--- src/rtl/mips_mc_control.sv ---
// mips_mc_control: multi-cycle MIPS sequencer emitting per-step datapath enables,
// with free-run/single-step control, retired-instruction count and sticky illegal-opcode halt.
module mips_mc_control #(
    parameter int unsigned COUNT_W = 16
) (
    input  logic               clock_i,
    input  logic               reset_i,
    input  logic               run_i,
    input  logic               step_i,
    input  logic [5:0]         opcode_i,
    input  logic [5:0]         funct_i,
    input  logic               zero_i,
    output logic               pc_write_o,
    output logic [1:0]         pc_src_o,
    output logic               ir_write_o,
    output logic               reg_write_o,
    output logic               reg_dst_o,
    output logic               alu_src_o,
    output logic [1:0]         alu_sel_o,
    output logic [5:0]         alu_funct_o,
    output logic               mem_read_o,
    output logic               mem_write_o,
    output logic               mem_to_reg_o,
    output logic               instr_done_o,
    output logic               halted_o,
    output logic [2:0]         state_o,
    output logic [COUNT_W-1:0] retired_o
);
    typedef enum logic [2:0] {
        IDLE = 3'd0, FETCH = 3'd1, DECODE = 3'd2, EXEC = 3'd3,
        MEM = 3'd4, WB = 3'd5, HALT = 3'd7
    } state_t;

    localparam logic [5:0] OP_R = 6'h00, OP_ADDI = 6'h08, OP_LW = 6'h23, OP_SW = 6'h2B;
    localparam logic [5:0] OP_BEQ = 6'h04, OP_BNE = 6'h05, OP_J = 6'h02;

    state_t               state_q, state_d;
    logic                 halted_q;
    logic                 step_q;
    logic [COUNT_W-1:0]   retired_q;
    logic                 step_edge, legal, taken;
    state_t               end_state;

    assign step_edge = step_i & ~step_q;
    assign legal     = opcode_i inside {OP_R, OP_ADDI, OP_LW, OP_SW, OP_BEQ, OP_BNE, OP_J};
    assign taken     = (opcode_i == OP_BEQ) ? zero_i : ~zero_i;
    assign end_state = run_i ? FETCH : IDLE;
    assign halted_o  = halted_q;
    assign state_o   = state_q;
    assign retired_o = retired_q;

    always_ff @(posedge clock_i) begin
        if (!reset_i) begin
            state_q   <= IDLE;
            halted_q  <= 1'b0;
            step_q    <= 1'b0;
            retired_q <= '0;
        end else begin
            state_q   <= state_d;
            halted_q  <= halted_q | (state_d == HALT);
            step_q    <= step_i;
            retired_q <= retired_q + COUNT_W'(instr_done_o);
        end
    end

    // Everything is decoded only while out of reset, so no enable leaks during a reset cycle.
    always_comb begin
        state_d      = state_q;
        pc_write_o   = 1'b0;
        pc_src_o     = 2'b00;
        ir_write_o   = 1'b0;
        reg_write_o  = 1'b0;
        reg_dst_o    = 1'b0;
        alu_src_o    = 1'b0;
        alu_sel_o    = 2'b00;
        mem_read_o   = 1'b0;
        mem_write_o  = 1'b0;
        mem_to_reg_o = 1'b0;
        instr_done_o = 1'b0;
        if (reset_i) begin
            case (state_q)
                IDLE: if (run_i || step_edge) state_d = FETCH;
                FETCH: begin
                    ir_write_o = 1'b1;
                    pc_write_o = 1'b1;
                    state_d    = DECODE;
                end
                DECODE: begin
                    if (!legal) begin
                        state_d = HALT;
                    end else if (opcode_i == OP_J) begin
                        pc_write_o   = 1'b1;
                        pc_src_o     = 2'b10;
                        instr_done_o = 1'b1;
                        state_d      = end_state;
                    end else begin
                        state_d = EXEC;
                    end
                end
                EXEC: begin
                    case (opcode_i)
                        OP_R: begin
                            alu_sel_o = 2'b10;
                            state_d   = WB;
                        end
                        OP_ADDI: begin
                            alu_src_o = 1'b1;
                            state_d   = WB;
                        end
                        OP_LW, OP_SW: begin
                            alu_src_o = 1'b1;
                            state_d   = MEM;
                        end
                        OP_BEQ, OP_BNE: begin
                            alu_sel_o    = 2'b01;
                            instr_done_o = 1'b1;
                            pc_write_o   = taken;
                            pc_src_o     = taken ? 2'b01 : 2'b00;
                            state_d      = end_state;
                        end
                        default: state_d = HALT;
                    endcase
                end
                MEM: begin
                    if (opcode_i == OP_LW) begin
                        mem_read_o = 1'b1;
                        alu_src_o  = 1'b1;
                        state_d    = WB;
                    end else if (opcode_i == OP_SW) begin
                        mem_write_o  = 1'b1;
                        alu_src_o    = 1'b1;
                        instr_done_o = 1'b1;
                        state_d      = end_state;
                    end else begin
                        state_d = HALT;
                    end
                end
                WB: begin
                    if (opcode_i inside {OP_R, OP_ADDI, OP_LW}) begin
                        reg_write_o  = 1'b1;
                        reg_dst_o    = (opcode_i == OP_R);
                        alu_src_o    = (opcode_i != OP_R);
                        mem_read_o   = (opcode_i == OP_LW);
                        mem_to_reg_o = (opcode_i == OP_LW);
                        instr_done_o = 1'b1;
                        state_d      = end_state;
                    end else begin
                        state_d = HALT;
                    end
                end
                HALT: state_d = HALT;
                default: state_d = IDLE;
            endcase
        end
        alu_funct_o = (alu_sel_o == 2'b10) ? funct_i : 6'd0;
    end
endmodule

--- config.mk ---
export PLATFORM = sky130hd
export DESIGN_NAME = mips_mc_control
export DESIGN_NICKNAME = d
export VERILOG_FILES = /design/src/rtl/mips_mc_control.sv
export SDC_FILE = /design/constraint.sdc
export NUM_CORES = 1
export LEC_CHECK = 0
export CORE_MARGIN = 1.5
export CORE_UTILIZATION = 40
export CTS_BUF_LIST = sky130_fd_sc_hd__clkbuf_8 sky130_fd_sc_hd__clkbuf_16
export CTS_CLUSTER_SIZE = 12
export DETAILED_ROUTE_END_ITERATION = 10
export PLACE_DENSITY = 0.76
export SYNTH_ARGS = -nofsm -noshare
export SYNTH_HDL_FRONTEND = slang
export SYNTH_SLANG_ARGS = --single-unit
--- constraint.sdc ---
create_clock -name clock_i -period 7.4 [get_ports clock_i]
set_input_delay 2.22 -clock clock_i [delete_from_list [all_inputs] [get_ports clock_i]]
set_output_delay 2.22 -clock clock_i [all_outputs]
set_load 0.005 [all_outputs]
==> results of run 1 <==
-- metrics by stage --
step | utilization | setup WS (ns)
CTS | 0.624 | 0.519
detailed placement | 0.609 | 0.530
global placement | 0.609 | 0.623
finish | 0.624 | 0.514
floorplan | - | 1.73
global route | 0.624 | 0.422
-- layer usage --
layer | vias up | GRT usage
li1 | 716 | -
met5 | - | 0
met3 | 11 | 0.0405
met1 | 657 | 0.279
met2 | 58 | 0.361
met4 | 0 | 0.0807
-- power breakdown --
group / leakage [nW] / total [mW] / switching [mW] / internal (mW)
sequential: 0.170 / 0.147 / 0.0251 / 0.122
combinational: 0.457 / 0.114 / 0.0546 / 0.0599
clock: 0.0255 / 0.0733 / 0.0358 / 0.0375
-- state kept, by name, indices dropped and copies added (netlist names) --
name	cells
retired_o	16
state_o	3
step_q	1
halted_o	1
-- cells in the final DEF (no fill, tap or decap), types with 2 or more instances in the layout --
cell,instances
and2_1,9
dfxtp_1,21
a21oi_1,9
nand3_1,14
nand2b_1,2
xor2_1,7
o2111ai_1,2
clkbuf_8,3
xnor2_1,5
nor4_1,3
nand2_1,12
ha_1,2
nand4_1,2
clkdlybuf4s50_1,55
a211oi_1,2
inv_1,3
and3_1,2
nor2_1,19
nor3_1,8
a21o_2,2
or3_1,5
o21ai_0,4
a31oi_1,3
-- cells by family after synthesis --
| family | Yosys count | share of synthesized area |
|---|---|---|
| XOR/XNOR | 12 | 0.0788 |
| adder cells (fa/ha/maj) | 2 | 0.0188 |
| buffers and inverters | 11 | 0.0535 |
| AND/OR/NAND/NOR | 88 | 0.354 |
| flip-flops | 21 | 0.315 |
| AO/OA/AOI/OAI | 33 | 0.180 |
-- worst min path at each step --
stage / cells after the start / slack (ns) / start / end
global placement: 2 / 0.49 / retired_o[8] / retired_o[8]
global route: 2 / 0.55 / retired_o[8] / retired_o[8]
floorplan: 2 / 0.48 / halted_o / halted_o
finish: 2 / 0.52 / retired_o[8] / retired_o[8]
detailed placement: 2 / 0.51 / retired_o[8] / retired_o[8]
CTS: 2 / 0.52 / retired_o[8] / retired_o[8]
-- critical path: stages --
cell	delay [ns]
clkdlybuf4s50_1	0.53
or4b_4	0.59
or2_4	0.26
or2_1	0.22
a31oi_1	0.27
clkdlybuf4s50_1	0.56
-- cell type report --
type,count,area share
Multi-Input combinational cell,135,0.435
Timing Repair Buffer,56,0.288
Sequential cell,21,0.217
Tap cell,44,0.0284
Clock buffer,3,0.0213
Inverter,4,0.00775
Clock inverter,1,0.00258
==> run metrics, run 1 <==
status=finished clean; largest area contributor in the netlist=dfxtp_1; Ys Warns=0; dpl cell area=1890 um2; DR top layer=met4; worst slew pin tran=0.675 ns; area grow syn2layout=45.2%; Reg clk slew, reported paths=0.07 ns; FP Rows=20; Max Cap Viol=0; CTS max path bufs=2; Post-Place Cells=260; fill cell count=303; initial antenna violation count=0; drt pass-1 iters=4; CTS Root Buffer Type=clkbuf_8; Mapped Area=1330 um2; clk_lat worst skew=0.26 ns; library cells used by synthesis=51; RSZ-0062 raised after global routing=no; number of synthesized register bits=21; most frequent cell after synthesis=dfxtp_1; pwr dens=173 nW/um2; final period utilization=0.931; sequential area share after synthesis=0.315; Register Area=420 um2; r2r endpoint=retired_o[13]; CP Max Fanout=7; multi-input combinational cell area=842 um2; Hold Path Class=reg -> reg; arrival time worst endpoint=4.67 ns; synth cell count leaders=dfxtp_1 (21), nor2_1 (19), nand3_1 (14); largest cells by area after synthesis=dfxtp_1 (32%), nor2_1 (5.3%), nand3_1 (5.3%), xor2_1 (4.6%), and2_1 (4.2%); vias per cell=5.46; WS Path Type=in -> out; drt wl/cell=13.8 um; total negative slack=0 ns; crit start category=primary input; ANT nets after route=0; Mapped Cells=167; met3 WL post-DR=231 um; Max Slew Vio Count=0; met2 wire length=1.77 mm; crit path launch=opcode_i[5]; CTS tree=built; reg2reg start=state_o[2]; Mean Syn Cell Area=7.99 um2; Initial Util=0.430; post-CTS setup buffer count=0; Nets=240; number of synthesized flops with an enable pin=0; core area=3100 um2; worst clock skew=0.00397 ns; port bufs=55; CTS H-tree lvls=1; Reg2Reg Setup Slack=4.37 ns; Hold Violations, Final=0; Static Leak=0.653 nW; Tot GR Track Use=0.217; Setup Viol. Count Final=0; R2R depth=10; CTS hold repair buffers=0; VDD IR-drop max=0.153 mV; Critical Path End=instr_done_o; Power Total=335 uW; final cell count without fillers=264; Syn Nets=186; Worst slew margin=0.546; post-route cell area=1940 um2; CTS resizes=0; vias in the first global route=1304; Crit path required time=5.18 ns; CTS buffer count=3; Die Ht=60.7 um; DRC violations left=0; Min Hold Slack=0.517 ns; dpl hpwl=2.82 mm; # IOs=56; Synth Flop Type=dfxtp_1; area fraction of the dominant cell type after synthesis=0.315; global-route wire length before repair=6.03 mm; met1 wire length=1.55 mm; n_diodes=0; RePlAce Congestion=0.938; Die X=60.7 um; remaining global-route overflow=0; DRT iter0 DRCs=67; Final min period=6.89 ns; Fmax=145 MHz; vias=1442; clock sinks=21; crit path capture type=output pin; Async SR Flop Fraction=0; full die area=3690 um2; final wirelength=3.64 mm; share of cells above drive strength 1=0.0727; pin count of the biggest net entering global routing=21
(Power assumes the default switching activity.)
==> run 2, diff against run 1 <==
--- a/config.mk
+++ b/config.mk
@@ -6,11 +6,11 @@
 export NUM_CORES = 1
 export LEC_CHECK = 0
 export CORE_MARGIN = 1.5
-export CORE_UTILIZATION = 40
+export CORE_UTILIZATION = 46
 export CTS_BUF_LIST = sky130_fd_sc_hd__clkbuf_8 sky130_fd_sc_hd__clkbuf_16
 export CTS_CLUSTER_SIZE = 12
 export DETAILED_ROUTE_END_ITERATION = 10
-export PLACE_DENSITY = 0.76
+export PLACE_DENSITY = 0.86
 export SYNTH_ARGS = -nofsm -noshare
 export SYNTH_HDL_FRONTEND = slang
 export SYNTH_SLANG_ARGS = --single-unit
==> run 2 against run 1 <==
  * Largest cell class unchanged
  * Critical path depth did not move
  * Global-route usage grew 2.0 points
  * Fmax increased by 1.1%
  * Cell count shrank 4.9%
  * Worst hold slack lost 0.012 ns
  * Core utilization up 7.2 points
==> run metrics, run 2 (same netlist as run 1, synthesis figures left out) <==
status=finished clean; Core Util, Final=0.696; global-route wire length before repair=6.05 mm; vias in the first global route=1320; Fmax=147 MHz; Sw Ratio=0.351; DRT iter0 DRCs=78; dpl hpwl=2.89 mm; Setup Viol. Count Final=0; Worst slew margin=0.566; sequential share of power=0.435; post-route cell area=1920 um2; # IOs=56; WS Path Type=in -> out; CTS H-tree lvls=1; clock sinks=21; core area=2760 um2; Clk pwr share=0.220; share of cells above drive strength 1=0.0727; worst clock skew=0.00464 ns; sw power=118 uW; FP Rows=19; drt pass-1 iters=4; remaining global-route overflow=0; pwr dens=176 nW/um2; dpl cell area=1870 um2; CTS max path bufs=2; Tot GR Track Use=0.236; CTS Root Buffer Type=clkbuf_8; final wirelength=3.68 mm; crit start category=primary input; RePlAce Congestion=0.919; Hold Path Class=reg -> reg; Hold Violations, Final=0; n_diodes=0; CTS tree=built; final period utilization=0.920; DRC violations left=0; full die area=3230 um2; Comb pwr share=0.345; crit path capture type=output pin; Die X=56.8 um; Max Cap Viol=0; CTS resizes=0; worst slew pin tran=0.645 ns; post-CTS setup buffer count=0; total negative slack=0 ns; ANT nets after route=0; CTS buffer count=3; vias per cell=5.78; Post-Place Cells=247; port bufs=55; drt wl/cell=14.7 um; arrival time worst endpoint=4.59 ns; Final min period=6.81 ns; area grow syn2layout=44.0%; Initial Util=0.484; pin count of the biggest net entering global routing=21; Crit path required time=5.18 ns; Largest register FFs=16; Nets=240; vias=1451; Min Hold Slack=0.506 ns; most frequent cells in the layout=clkdlybuf4s50_1 (55), dfxtp_1 (21), nor2_1 (19), nand3_1 (14), nand2_1 (12); Reg clk slew, reported paths=0.08 ns; initial antenna violation count=0; P_int=219 uW; commonest non-fill, non-tap cell in the layout=clkdlybuf4s50_1; final cell count without fillers=251; CTS hold repair buffers=0; Max Slew Vio Count=0; clk_lat worst skew=0.26 ns; Static Leak=0.653 nW; RSZ-0062 raised after global routing=no; VDD IR-drop max=0.135 mV; Die Ht=56.8 um; CP Max Fanout=7
[run 2: worst paths after layout]
path	startpoint	to	slack (ns)	cells after the start
max	opcode_i[5]	instr_done_o	0.59	6
min	retired_o[8]	retired_o[8]	0.51	2
max reg2reg	state_o[2]	retired_o[13]	4.41	10
min reg2reg	retired_o[8]	retired_o[8]	0.51	2
[run 2: area by class of cell]
class | instances | area (um2)
tap | 31 | 38.8
inverter | 4 | 15.0
clock inverter | 1 | 5.00
multi-input combinational | 135 | 842
clock buffer | 3 | 41.3
sequential | 21 | 420
fill | 228 | 837
timing repair buffer | 56 | 558
[run 2: through the flow]
step / setup slack, ns / total power, mW
after floorplan: 1.73 / 0.223
after global placement: 0.621 / 0.259
after detailed placement: 0.590 / 0.263
after CTS: 0.589 / 0.337
after global routing: 0.427 / 0.355
final: 0.592 / 0.338
[run 2: power by group through the flow]
stage / combinational [mW] / clock [mW] / sequential [mW]
floorplan: 0.0930 / 0 / 0.130
global placement: 0.112 / 0 / 0.148
detailed placement: 0.114 / 0 / 0.149
CTS: 0.115 / 0.0759 / 0.146
global route: 0.126 / 0.0801 / 0.149
finish: 0.116 / 0.0743 / 0.147
[run 2: worst max-delay path: stages]
cell and delay [ns]:
clkdlybuf4s50_1 0.49, or4b_4 0.59, or2_4 0.27, or2_1 0.23, a31oi_1 0.24, clkdlybuf4s50_1 0.55
[run 2: layer usage]
layer  GRT usage  part of all wire  wire length [um]  vias up
met5           0                 0                 0        -
met4      0.0997             0.023                84        0
met3      0.0599             0.047               173       11
met2       0.395              0.52              1920       51
met1       0.286              0.41              1510      673
li1            -                 -                 -      716
